<file path="src/rtl/stump_trace_pkg.sv">
// stump_trace_pkg
// Shared definitions for the Stump bus trace buffer.
// Contents:
//   - the kind encodings for captured events
//   - the stored entry layout (34 bits: kind, address, data)
//   - a helper that classifies one bus cycle into a kind
package stump_trace_pkg;

  localparam int ADDR_W  = 16;
  localparam int DATA_W  = 16;
  localparam int KIND_W  = 2;
  localparam int ENTRY_W = KIND_W + ADDR_W + DATA_W;  // 34

  // 00 is never stored. The head outputs show it only while the FIFO is empty.
  typedef enum logic [KIND_W-1:0] {
    KIND_NONE  = 2'b00,
    KIND_FETCH = 2'b01,
    KIND_READ  = 2'b10,
    KIND_WRITE = 2'b11
  } trace_kind_e;

  typedef struct packed {
    trace_kind_e       kind;
    logic [ADDR_W-1:0] addr;
    logic [DATA_W-1:0] data;
  } trace_entry_t;

  // A write wins over a read in the same cycle.
  // A read is a fetch only when the fetch qualifier is set.
  function automatic trace_kind_e classify(input logic wen, input logic fetch);
    if (wen)        return KIND_WRITE;
    else if (fetch) return KIND_FETCH;
    else            return KIND_READ;
  endfunction

endpackage

</file>
<file path="src/rtl/stump_trace_fifo.sv">
// stump_trace_fifo
// Synchronous first-word-fall-through FIFO with an optional overwrite-oldest mode.
// Ports:
//   clk, rst             clock and synchronous active-high reset
//   clear                empties the FIFO and clears overflow; wins over push and pop
//   push, push_data      write request and the word to write
//   pop                  consume the head; ignored while empty
//   wrap                 1 = when full, a push without a pop replaces the oldest entry
//   valid, head_data     FIFO not empty, and the head word (0 while empty)
//   count                number of entries held, 0..DEPTH
//   overflow             sticky: a push was dropped or overwrote an entry
// DEPTH must be a power of two, so the pointers wrap without extra logic.
module stump_trace_fifo #(
  parameter int DEPTH = 16,
  parameter int W     = 34
) (
  input  logic                       clk,
  input  logic                       rst,
  input  logic                       clear,
  input  logic                       push,
  input  logic [W-1:0]               push_data,
  input  logic                       pop,
  input  logic                       wrap,
  output logic                       valid,
  output logic [W-1:0]               head_data,
  output logic [$clog2(DEPTH):0]     count,
  output logic                       overflow
);

  localparam int AW = $clog2(DEPTH);
  localparam int CW = AW + 1;

  logic [W-1:0]  mem [DEPTH];
  logic [AW-1:0] wptr_q, rptr_q;
  logic [CW-1:0] count_q;
  logic          ovf_q;

  logic empty, full, pop_ok;
  logic do_write, do_overwrite, rptr_adv, cnt_inc, cnt_dec;

  assign empty  = (count_q == '0);
  assign full   = (count_q == CW'(DEPTH));
  assign pop_ok = pop & ~empty;

  // When the FIFO is full, a push is accepted only if a pop happens in the
  // same cycle or wrap is set. With wrap set and no pop, the write lands on
  // the oldest slot (wptr == rptr while full), so the read pointer steps past it.
  always_comb begin
    do_write     = 1'b0;
    do_overwrite = 1'b0;
    if (push) begin
      if (!full || pop_ok) begin
        do_write = 1'b1;
      end else if (wrap) begin
        do_write     = 1'b1;
        do_overwrite = 1'b1;
      end
    end
  end

  assign rptr_adv = pop_ok | do_overwrite;
  assign cnt_inc  = do_write & ~do_overwrite & ~pop_ok;
  assign cnt_dec  = pop_ok & ~do_write;

  // The storage array has no reset. Its contents are only seen through the
  // valid gate on the head.
  always_ff @(posedge clk) begin
    if (!rst && !clear && do_write)
      mem[wptr_q] <= push_data;
  end

  always_ff @(posedge clk) begin
    if (rst || clear) begin
      wptr_q  <= '0;
      rptr_q  <= '0;
      count_q <= '0;
      ovf_q   <= 1'b0;
    end else begin
      if (do_write) wptr_q <= wptr_q + AW'(1);
      if (rptr_adv) rptr_q <= rptr_q + AW'(1);
      if (cnt_inc)
        count_q <= count_q + CW'(1);
      else if (cnt_dec)
        count_q <= count_q - CW'(1);
      // A push that is dropped or that overwrites an entry marks overflow.
      if (push && full && !pop_ok)
        ovf_q <= 1'b1;
    end
  end

  assign valid     = ~empty;
  assign head_data = empty ? '0 : mem[rptr_q];
  assign count     = count_q;
  assign overflow  = ovf_q;

endmodule

</file>
<file path="src/rtl/stump_trace_buffer.sv">
// stump_trace_buffer
// Passive trace tap on the Stump memory bus. It classifies each bus cycle and
// queues it into a FIFO that a host drains.
// Ports:
//   clk, rst                     clock and synchronous active-high reset
//   mem_ren, mem_wen, fetch      Stump bus strobes; fetch qualifies a read
//   address, data_in, data_out   bus address, read data returned to Stump,
//                                and write data from Stump
//   trace_en, fetch_only, wrap   capture controls
//   clear, pop                   host controls
//   trace_valid, trace_kind,
//   trace_addr, trace_data       head entry (all 0 while empty)
//   count, overflow              fill level, and a sticky flag for dropped
//                                or overwritten events
module stump_trace_buffer
  import stump_trace_pkg::*;
#(
  parameter int DEPTH = 16
) (
  input  logic                   clk,
  input  logic                   rst,
  input  logic                   mem_ren,
  input  logic                   mem_wen,
  input  logic                   fetch,
  input  logic [15:0]            address,
  input  logic [15:0]            data_in,
  input  logic [15:0]            data_out,
  input  logic                   trace_en,
  input  logic                   fetch_only,
  input  logic                   wrap,
  input  logic                   clear,
  input  logic                   pop,
  output logic                   trace_valid,
  output logic [1:0]             trace_kind,
  output logic [15:0]            trace_addr,
  output logic [15:0]            trace_data,
  output logic [$clog2(DEPTH):0] count,
  output logic                   overflow
);

  trace_kind_e  ev_kind;
  trace_entry_t ev_entry;
  trace_entry_t head;
  logic         ev_hit, ev_keep, ev_push;
  logic [ENTRY_W-1:0] head_bits;

  // Capture is purely combinational into the FIFO write port. An event seen
  // at an edge therefore appears on the head right after that edge.
  always_comb begin
    ev_kind       = classify(mem_wen, fetch);
    ev_entry.kind = ev_kind;
    ev_entry.addr = address;
    ev_entry.data = (ev_kind == KIND_WRITE) ? data_out : data_in;
  end

  assign ev_hit  = trace_en & (mem_ren | mem_wen);
  // With fetch_only set, reads and writes are filtered out before the FIFO,
  // so they never count as drops.
  assign ev_keep = ~fetch_only | (ev_kind == KIND_FETCH);
  assign ev_push = ev_hit & ev_keep;

  stump_trace_fifo #(
    .DEPTH (DEPTH),
    .W     (ENTRY_W)
  ) u_fifo (
    .clk       (clk),
    .rst       (rst),
    .clear     (clear),
    .push      (ev_push),
    .push_data (ev_entry),
    .pop       (pop),
    .wrap      (wrap),
    .valid     (trace_valid),
    .head_data (head_bits),
    .count     (count),
    .overflow  (overflow)
  );

  // The FIFO already forces head_bits to 0 while empty.
  assign head       = trace_entry_t'(head_bits);
  assign trace_kind = head.kind;
  assign trace_addr = head.addr;
  assign trace_data = head.data;

endmodule

</file>
<file path="config.mk">
export PLATFORM = sky130hd
export DESIGN_NAME = stump_trace_buffer
export DESIGN_NICKNAME = d
export VERILOG_FILES = /design/src/rtl/stump_trace_pkg.sv /design/src/rtl/stump_trace_fifo.sv /design/src/rtl/stump_trace_buffer.sv
export SDC_FILE = /design/constraint.sdc
export NUM_CORES = 1
export LEC_CHECK = 0
export ABC_AREA = 1
export BUFFER_PORTS_ARGS = -buffer_cell sky130_fd_sc_hd__buf_2
export CORE_ASPECT_RATIO = 0.9
export CORE_MARGIN = 1.5
export CORE_UTILIZATION = 55
export CTS_BUF_LIST = sky130_fd_sc_hd__clkbuf_16
export DETAILED_ROUTE_END_ITERATION = 8
export PLACE_DENSITY = 0.8
export SYNTH_ARGS = -nofsm -noshare
export SYNTH_HDL_FRONTEND = slang
export SYNTH_SLANG_ARGS = --single-unit
</file>
<file path="constraint.sdc">
create_clock -name clk -period 4.24 [get_ports clk]
set_input_delay 0 -clock clk [delete_from_list [all_inputs] [get_ports clk]]
set_output_delay 0 -clock clk [all_outputs]
set_load 0.02 [all_outputs]
</file>
==> impl_results.md, run 1 <==
* CTS buffer count at 53
* Largest net degree at the start of global routing at around 120
* Share of cells above drive strength 1 at 0.126
* # DRC at 0
* Leading area contributor after synthesis: edfxtp_1
* Core Region at 0.0406 mm^2
* Post-Syn Nets at 1874
* Critical path class: flop to output port
* GP Congestion at around 0.82
* Worst Setup End Kind: output port
* Initial DRC count at between 2k and 2.5k
* # clock sinks at between 500 and 600
* Initial Utilization at 0.557
* Port-buffer cells at 98
* Grt ovf at 0
* Unrepaired setup endpoints after global routing: no
* Die height at ~200 um
* Worst-margin pin slew at 981 ps
* Mean Syn Cell Area at between 10 and 15 um^2
* Latest clock arrival within the worst-skew pair at 600 ps
* Pwr Density at 463 mW/mm^2
* Leak at 8.88 nW
* Final Hold Fails at 0
* Clock Tree Buf Depth at 3
* Setup_tns at 0 ps
* Peak Freq at 0.288 GHz
* Worst hold margin at a little under 40 ps
* Worst Reg-to-Reg Cells at 7
* CTS Root Cell: clkbuf_16
* Fraction of synthesized area in multiplexers at 0
* Endpoints failing setup at 0
* Final setup skew at approximately 19 ps
* Routed WL per cell at between 20 and 25 um
* I/O Pins at 99
* GRT Resource Usage Total at 0.262
* Share of the yosys chip area belonging to registers at 0.738
* Die W at around 220 um
* Largest family of logic cells by synthesized area: simple AND/OR/NAND/NOR gates
* Synth Area in Adders at 0.00531
* Initial antenna violation count at 0
* Post-DR vias/cell at 6.12
* First-pass GRT wire length at about 85 mm
* Clock slew at reported path FFs at roughly 70 ps
* WHS Path Cells at 6
* Antenna viol nets, final at 0
* Max_cap viols at 0
* Rel. slew slack at 0.346
* CTS resizes at 0
* Final worst-path cycle share at 0.818
* Synth Register Bits at ~560
* Worst EP required at 4240 ps
* Yosys Warn Count at 0
* VDD IR max at 0.000355 V
* Hold crit path type: primary input to flop
* Fin. max-slew vios at 0
* Simple logic cell fraction of the synthesized area at 0.124
* Worst-path fanout max at 114
* Status: finished clean
* CTS tree: yes
* Post-Route WL at 55.4 mm
* WP data arrival at 3470 ps
* Distinct cells, synth at 38
* Die area at between 0.04 and 0.05 mm^2
* Netlist Area Pre-Place at 0.0226 mm^2
* Post-DP HPWL at 30.7 mm
* Site row count at 70
* Cells after synthesis at 1807
* R2R setup slack at between 1000 and 1500 ps
* Compound-cell area share of the yosys netlist at 0.101
* Inserted Diodes at 0
* DRT Pass-1 Iters at 8
* H-tree depth at 2
* Final Net Count at 1971
* Tmin final at between 3000 and 4000 ps
* Vias in the first global route at 14.9k
* Synth Area in XOR/XNOR at 0.00116
* Vias at 15.2k
* Top cell type's share of synthesized area at 0.722
* Ranking of synthesized cells by area: edfxtp_1 72%, nand2_1 5.1%, nor2_1 4.4%
* Area grow syn2layout at 13.0%
* Fin util at 0.630
* Setup crit start kind: flop
registers in the layout, summed over array words and instances (netlist names), named ones only:
name	count
u_fifo.count	5
u_fifo.mem	544
u_fifo.overflow	1
u_fifo.wptr_q	4
u_fifo.rptr_q	4
final cells by class:
cell class | instances | area [um^2]
tap | 540 | 676
sequential | 562 | 16700
timing repair buffer | 158 | 1040
multi-input combinational | 1107 | 5360
fill | 2948 | 15100
clock inverter | 41 | 364
inverter | 22 | 91.3
clock buffer | 54 | 1350
worst paths after layout:
kind / endpoint / startpoint
min: u_fifo.wptr_q[0] / fetch_only
min reg2reg: u_fifo.overflow / u_fifo.overflow
max reg2reg: u_fifo.mem[8][10] / u_fifo.count[0]
max: trace_data[6] / flop
cells in the mapped netlist (all sizes together):
cell,n
a21oi,114
o31ai,34
a21o,1
xor2,1
nor2,268
a31oi,1
a21boi,1
dfxtp,18
nand2,310
nor3,5
or2,1
inv,21
clkbuf,59
ha,8
xnor2,2
fa,1
o221ai,34
buf,57
a41oi,1
o211ai,34
o21a,1
edfxtp,544
nand3,111
clkinv,1
o21ai,176
nand4,3
critical path: stages (launching register included):
cell and delay, ps:
dfxtp_4 510, inv_6 650, buf_4 490, o21ai_0 150
o211ai_1 260, nand3_1 190, a21oi_1 240, buf_2 210
repair_timing:
| item | 4_1_cts | 5_1_grt |
|---|---|---|
| hold buffers | 23 | 0 |
| buffers inserted | 0 | 0 |
| hold endpoints to repair | 288 | 0 |
| setup endpoints to repair | 0 | 0 |
power by group:
part           total [mW]  switching (mW)  internal (mW)
Sequential           6.15          0.0313           6.12
Combinational       0.998           0.719          0.279
Clock                4.68            2.01           2.67
per-layer routing:
layer,vias to the layer above,share of wire,track usage
li1,6765,-,-
met2,928,0.49,0.435
met3,143,0.095,0.0403
met5,-,0,0
met4,0,0.033,0.0952
met1,7361,0.38,0.353
logic make-up after synthesis:
group                      Yosys count
AOI/OAI and AO/OA                  397
xor gates and xnor gates             3
adders and majority gates            9
buffers and inverters              138
DFF                                562
and+or+nand+nor                    698
metrics by stage:
step | cells | cell area [um^2] | setup WS [ps] | total power [mW]
after detailed placement | 2366 | 23600 | 1350 | 7.24
after global routing | 2484 | 25600 | 635 | 12.2
final | 2484 | 25600 | 770 | 11.8
after global placement | 2366 | 23600 | 1430 | 7.21
after floorplan | 1807 | 22600 | 286 | 6.90
after CTS | 2484 | 25600 | 855 | 11.9
placed cells by master, fill, tap and decap left out, types with 4 or more instances in the layout:
cell type      instances
dlygate4sd3_1         23
clkinvlp_4             4
dfxtp_1               14
o21ai_0              153
nor3_2                 4
inv_1                 27
ha_1                   8
nor2_4                12
clkinv_2               8
o21ai_1               23
nand3_1              109
o211ai_1              34
nor2_1               253
o31ai_1               34
o221ai_1              34
nand2_1              307
edfxtp_1             544
clkbuf_16             54
buf_2                 98
a21oi_1              114
clkinv_1              11
buf_4                 34
bufinv_16              6
(Power assumes the default switching activity.)
==> inputs of run 2 (changes only) <==
==> constraint.sdc (replaced) <==
create_clock -name clk -period 3.2 [get_ports clk]
set_input_delay 0 -clock clk [delete_from_list [all_inputs] [get_ports clk]]
set_output_delay 0 -clock clk [all_outputs]
set_load 0.02 [all_outputs]
==> run 2 against run 1 <==
Net effect: die area unchanged; non-clock buffer count up 5; critical path type unchanged; final area up 0.13%; via count down 0.83%; worst hold slack about the same; clock power up 25%; first-iteration DRC count down 15%; sequential share of layout area down 0.083 points; clock skew up 0.85 ps; cell count up 0.20%; wire length down 2.3%.
==> impl_results.md, run 2 (synthesis results as in run 1) <==
* R2R Path End: u_fifo.mem[12][21]
* Peak Freq at roughly 0.33 GHz
* GP Congestion at 0.786 (-4.7%)
* Routed WL per cell at 21.7 um (-2.5%)
* R2R setup slack at 720 ps (-710 ps)
* Site row count at 70 (unchanged)
* Unrepaired setup endpoints after global routing: no
* Most frequent cells in the layout: 544 x edfxtp_1, 307 x nand2_1, 253 x nor2_1
* Hold crit path type: primary input to flop
* Max_cap viols at 0 (unchanged)
* CP cell instances: nor2_1 -> nand3_2 -> clkinv_1 -> a21oi_1 -> buf_2
* H-tree depth at 2 (unchanged)
* Tmin final at 3060 ps
* Vias at 15.1k (-0.83%)
* Initial DRC count at 1952 (-15%)
* DP Cell Count at 2372 (+0.25%)
* Inserted Diodes at 0 (unchanged)
* Pwr Density at 599 mW/mm^2 (+30%)
* Worst Setup SP: u_fifo.count[0]
* Vias in the first global route at 14.7k (-1.1%)
* Setup crit start kind: flop
* Largest Register: u_fifo.mem
* Worst-path fanout max at 19 (-83%)
* Die W at 217 um (unchanged)
* Worst Setup End Kind: output port
* Critical path endpoint: trace_kind[0]
* I/O Pins at 99 (unchanged)
* Final Net Count at 1975 (+0.20%)
* VDD IR max at 0.000474 V (+34%)
* Worst path slowest cell: clkinv_1
* Core Region at 0.0406 mm^2 (unchanged)
* GRT Resource Usage Total at 0.257 (-0.00529)
* Endpoints failing setup at 0 (unchanged)
* Final worst-path cycle share at 0.957
* # clock sinks at 562 (unchanged)
* Total Power at 15.3 mW (+30%)
* Commonest non-fill, non-tap cell in the layout: edfxtp_1
* Post-DP HPWL at 29.3 mm (-4.6%)
* Leak at 8.91 nW (+0.37%)
* Worst hold margin at 39.9 ps (+0.181 ps)
* Clock slew at reported path FFs at 60 ps (about the same)
* Rel. slew slack at 0.314 (-0.0316)
* Final Hold Fails at 0 (unchanged)
* Final Non-Filler Cells at 2489 (+0.20%)
* Status: finished clean
* Latest clock arrival within the worst-skew pair at 580 ps (-20 ps)
* CTS buffer count at 52 (-1.9%)
* WP data arrival at 3060 ps (-410 ps)
* Antenna viol nets, final at 0 (unchanged)
* Die area at 0.0424 mm^2 (unchanged)
* First-pass GRT wire length at 83.4 mm (-1.4%)
* Slowest stage delay, CP at 790 ps (+140 ps)
* # DRC at 0 (unchanged)
* Port-buffer cells at 98 (unchanged)
* DRT Pass-1 Iters at 6 (-2)
* Share of cells above drive strength 1 at 0.125 (-0.000835)
* CTS tree: yes
* Clock Tree Buf Depth at 3 (unchanged)
* Initial antenna violation count at 0 (unchanged)
* Post-DR vias/cell at 6.06 (-1.0%)
* Final setup skew at 19.4 ps (+0.845 ps)
* Largest net degree at the start of global routing at 155 (+35%)
* Number of flip-flops in the largest register at 544 (unchanged)
* Post-Route WL at 54.1 mm (-2.3%)
* CTS Root Cell: clkbuf_16
* Fin. max-slew vios at 0 (unchanged)
* Worst Reg-to-Reg Cells at 7 (unchanged)
* Die height at 195 um (unchanged)
* Grt ovf at 0 (unchanged)
* Initial Utilization at 0.557 (unchanged)
* Worst-margin pin slew at 1020 ps (+41.0 ps)
* Worst EP required at 3200 ps (-1040 ps)
* Critical path class: flop to output port
* Area grow syn2layout at 13.2%
* Worst r2r src: u_fifo.count[0]
-- run 2: cell types whose count changed in the layout (fill, tap and decap cells not counted), sizes merged --
cell and delta:
clkinvlp -4, clkbuf -2, inv +3, buf +6
clkinv +5, dlygate4sd3 -1, bufinv -2
-- run 2: per-stage QoR --
stage          cell area [um^2]  utilization  worst slack (ps)  TNS, ps
2_1_floorplan             22600            -              -754  -102570
3_3_place_gp              23800        0.585               701        0
3_5_place_dp              23800        0.585               593        0
4_1_cts                   25600        0.630              80.3        0
5_1_grt                   25600        0.630              23.0        0
6_report                  25600        0.630               136        0
-- run 2: worst min-delay path by stage --
| stage | cells after the start | from | slack [ps] | to |
|---|---|---|---|---|
| global placement | 1 | address[14] | 380 | u_fifo.mem[9][30] |
| global route | 5 | mem_ren | 90 | u_fifo.wptr_q[0] |
| detailed placement | 1 | address[13] | 390 | u_fifo.mem[4][29] |
| CTS | 5 | mem_ren | 20 | u_fifo.wptr_q[0] |
| finish | 5 | mem_ren | 40 | u_fifo.wptr_q[0] |
| floorplan | 0 | address[0] | 100 | u_fifo.mem[0][16] |
-- run 2: routing by layer --
| layer | track usage | share of wire | wire length [um] |
|---|---|---|---|
| met4 | 0.0947 | 0.033 | 1810 |
| met2 | 0.424 | 0.49 | 26400 |
| met3 | 0.0379 | 0.084 | 4570 |
| met1 | 0.349 | 0.39 | 21300 |
| met5 | 0 | 0 | 0 |
-- run 2: repair_timing --
action | 4_1_cts | 5_1_grt
resized for setup | 0 | 3
hold buffers | 22 | 0
hold endpoints to repair | 290 | 0
buffers inserted | 0 | 0
endpoints found under the setup margin | 0 | 14
-- run 2: layout make-up --
class                           count  area (um^2)
Sequential cell                   562        16700
Fill cell                        2937        15000
Multi-Input combinational cell   1107         5360
Clock buffer                       52         1300
Timing Repair Buffer              163         1180
Tap cell                          540          676
Clock inverter                     43          298
Inverter                           22         93.8
-- run 2: critical path: cells and delay by family (launching register included) --
family,cells,cell delay (ps)
flops,1,450
compound gates,1,730
simple gates,2,240
buf+inv,2,1060
-- run 2: power by group --
group          internal, mW  switching, mW
registers              8.11         0.0390
clock network          3.26           2.59
logic                 0.379          0.963
total                  11.8           3.60
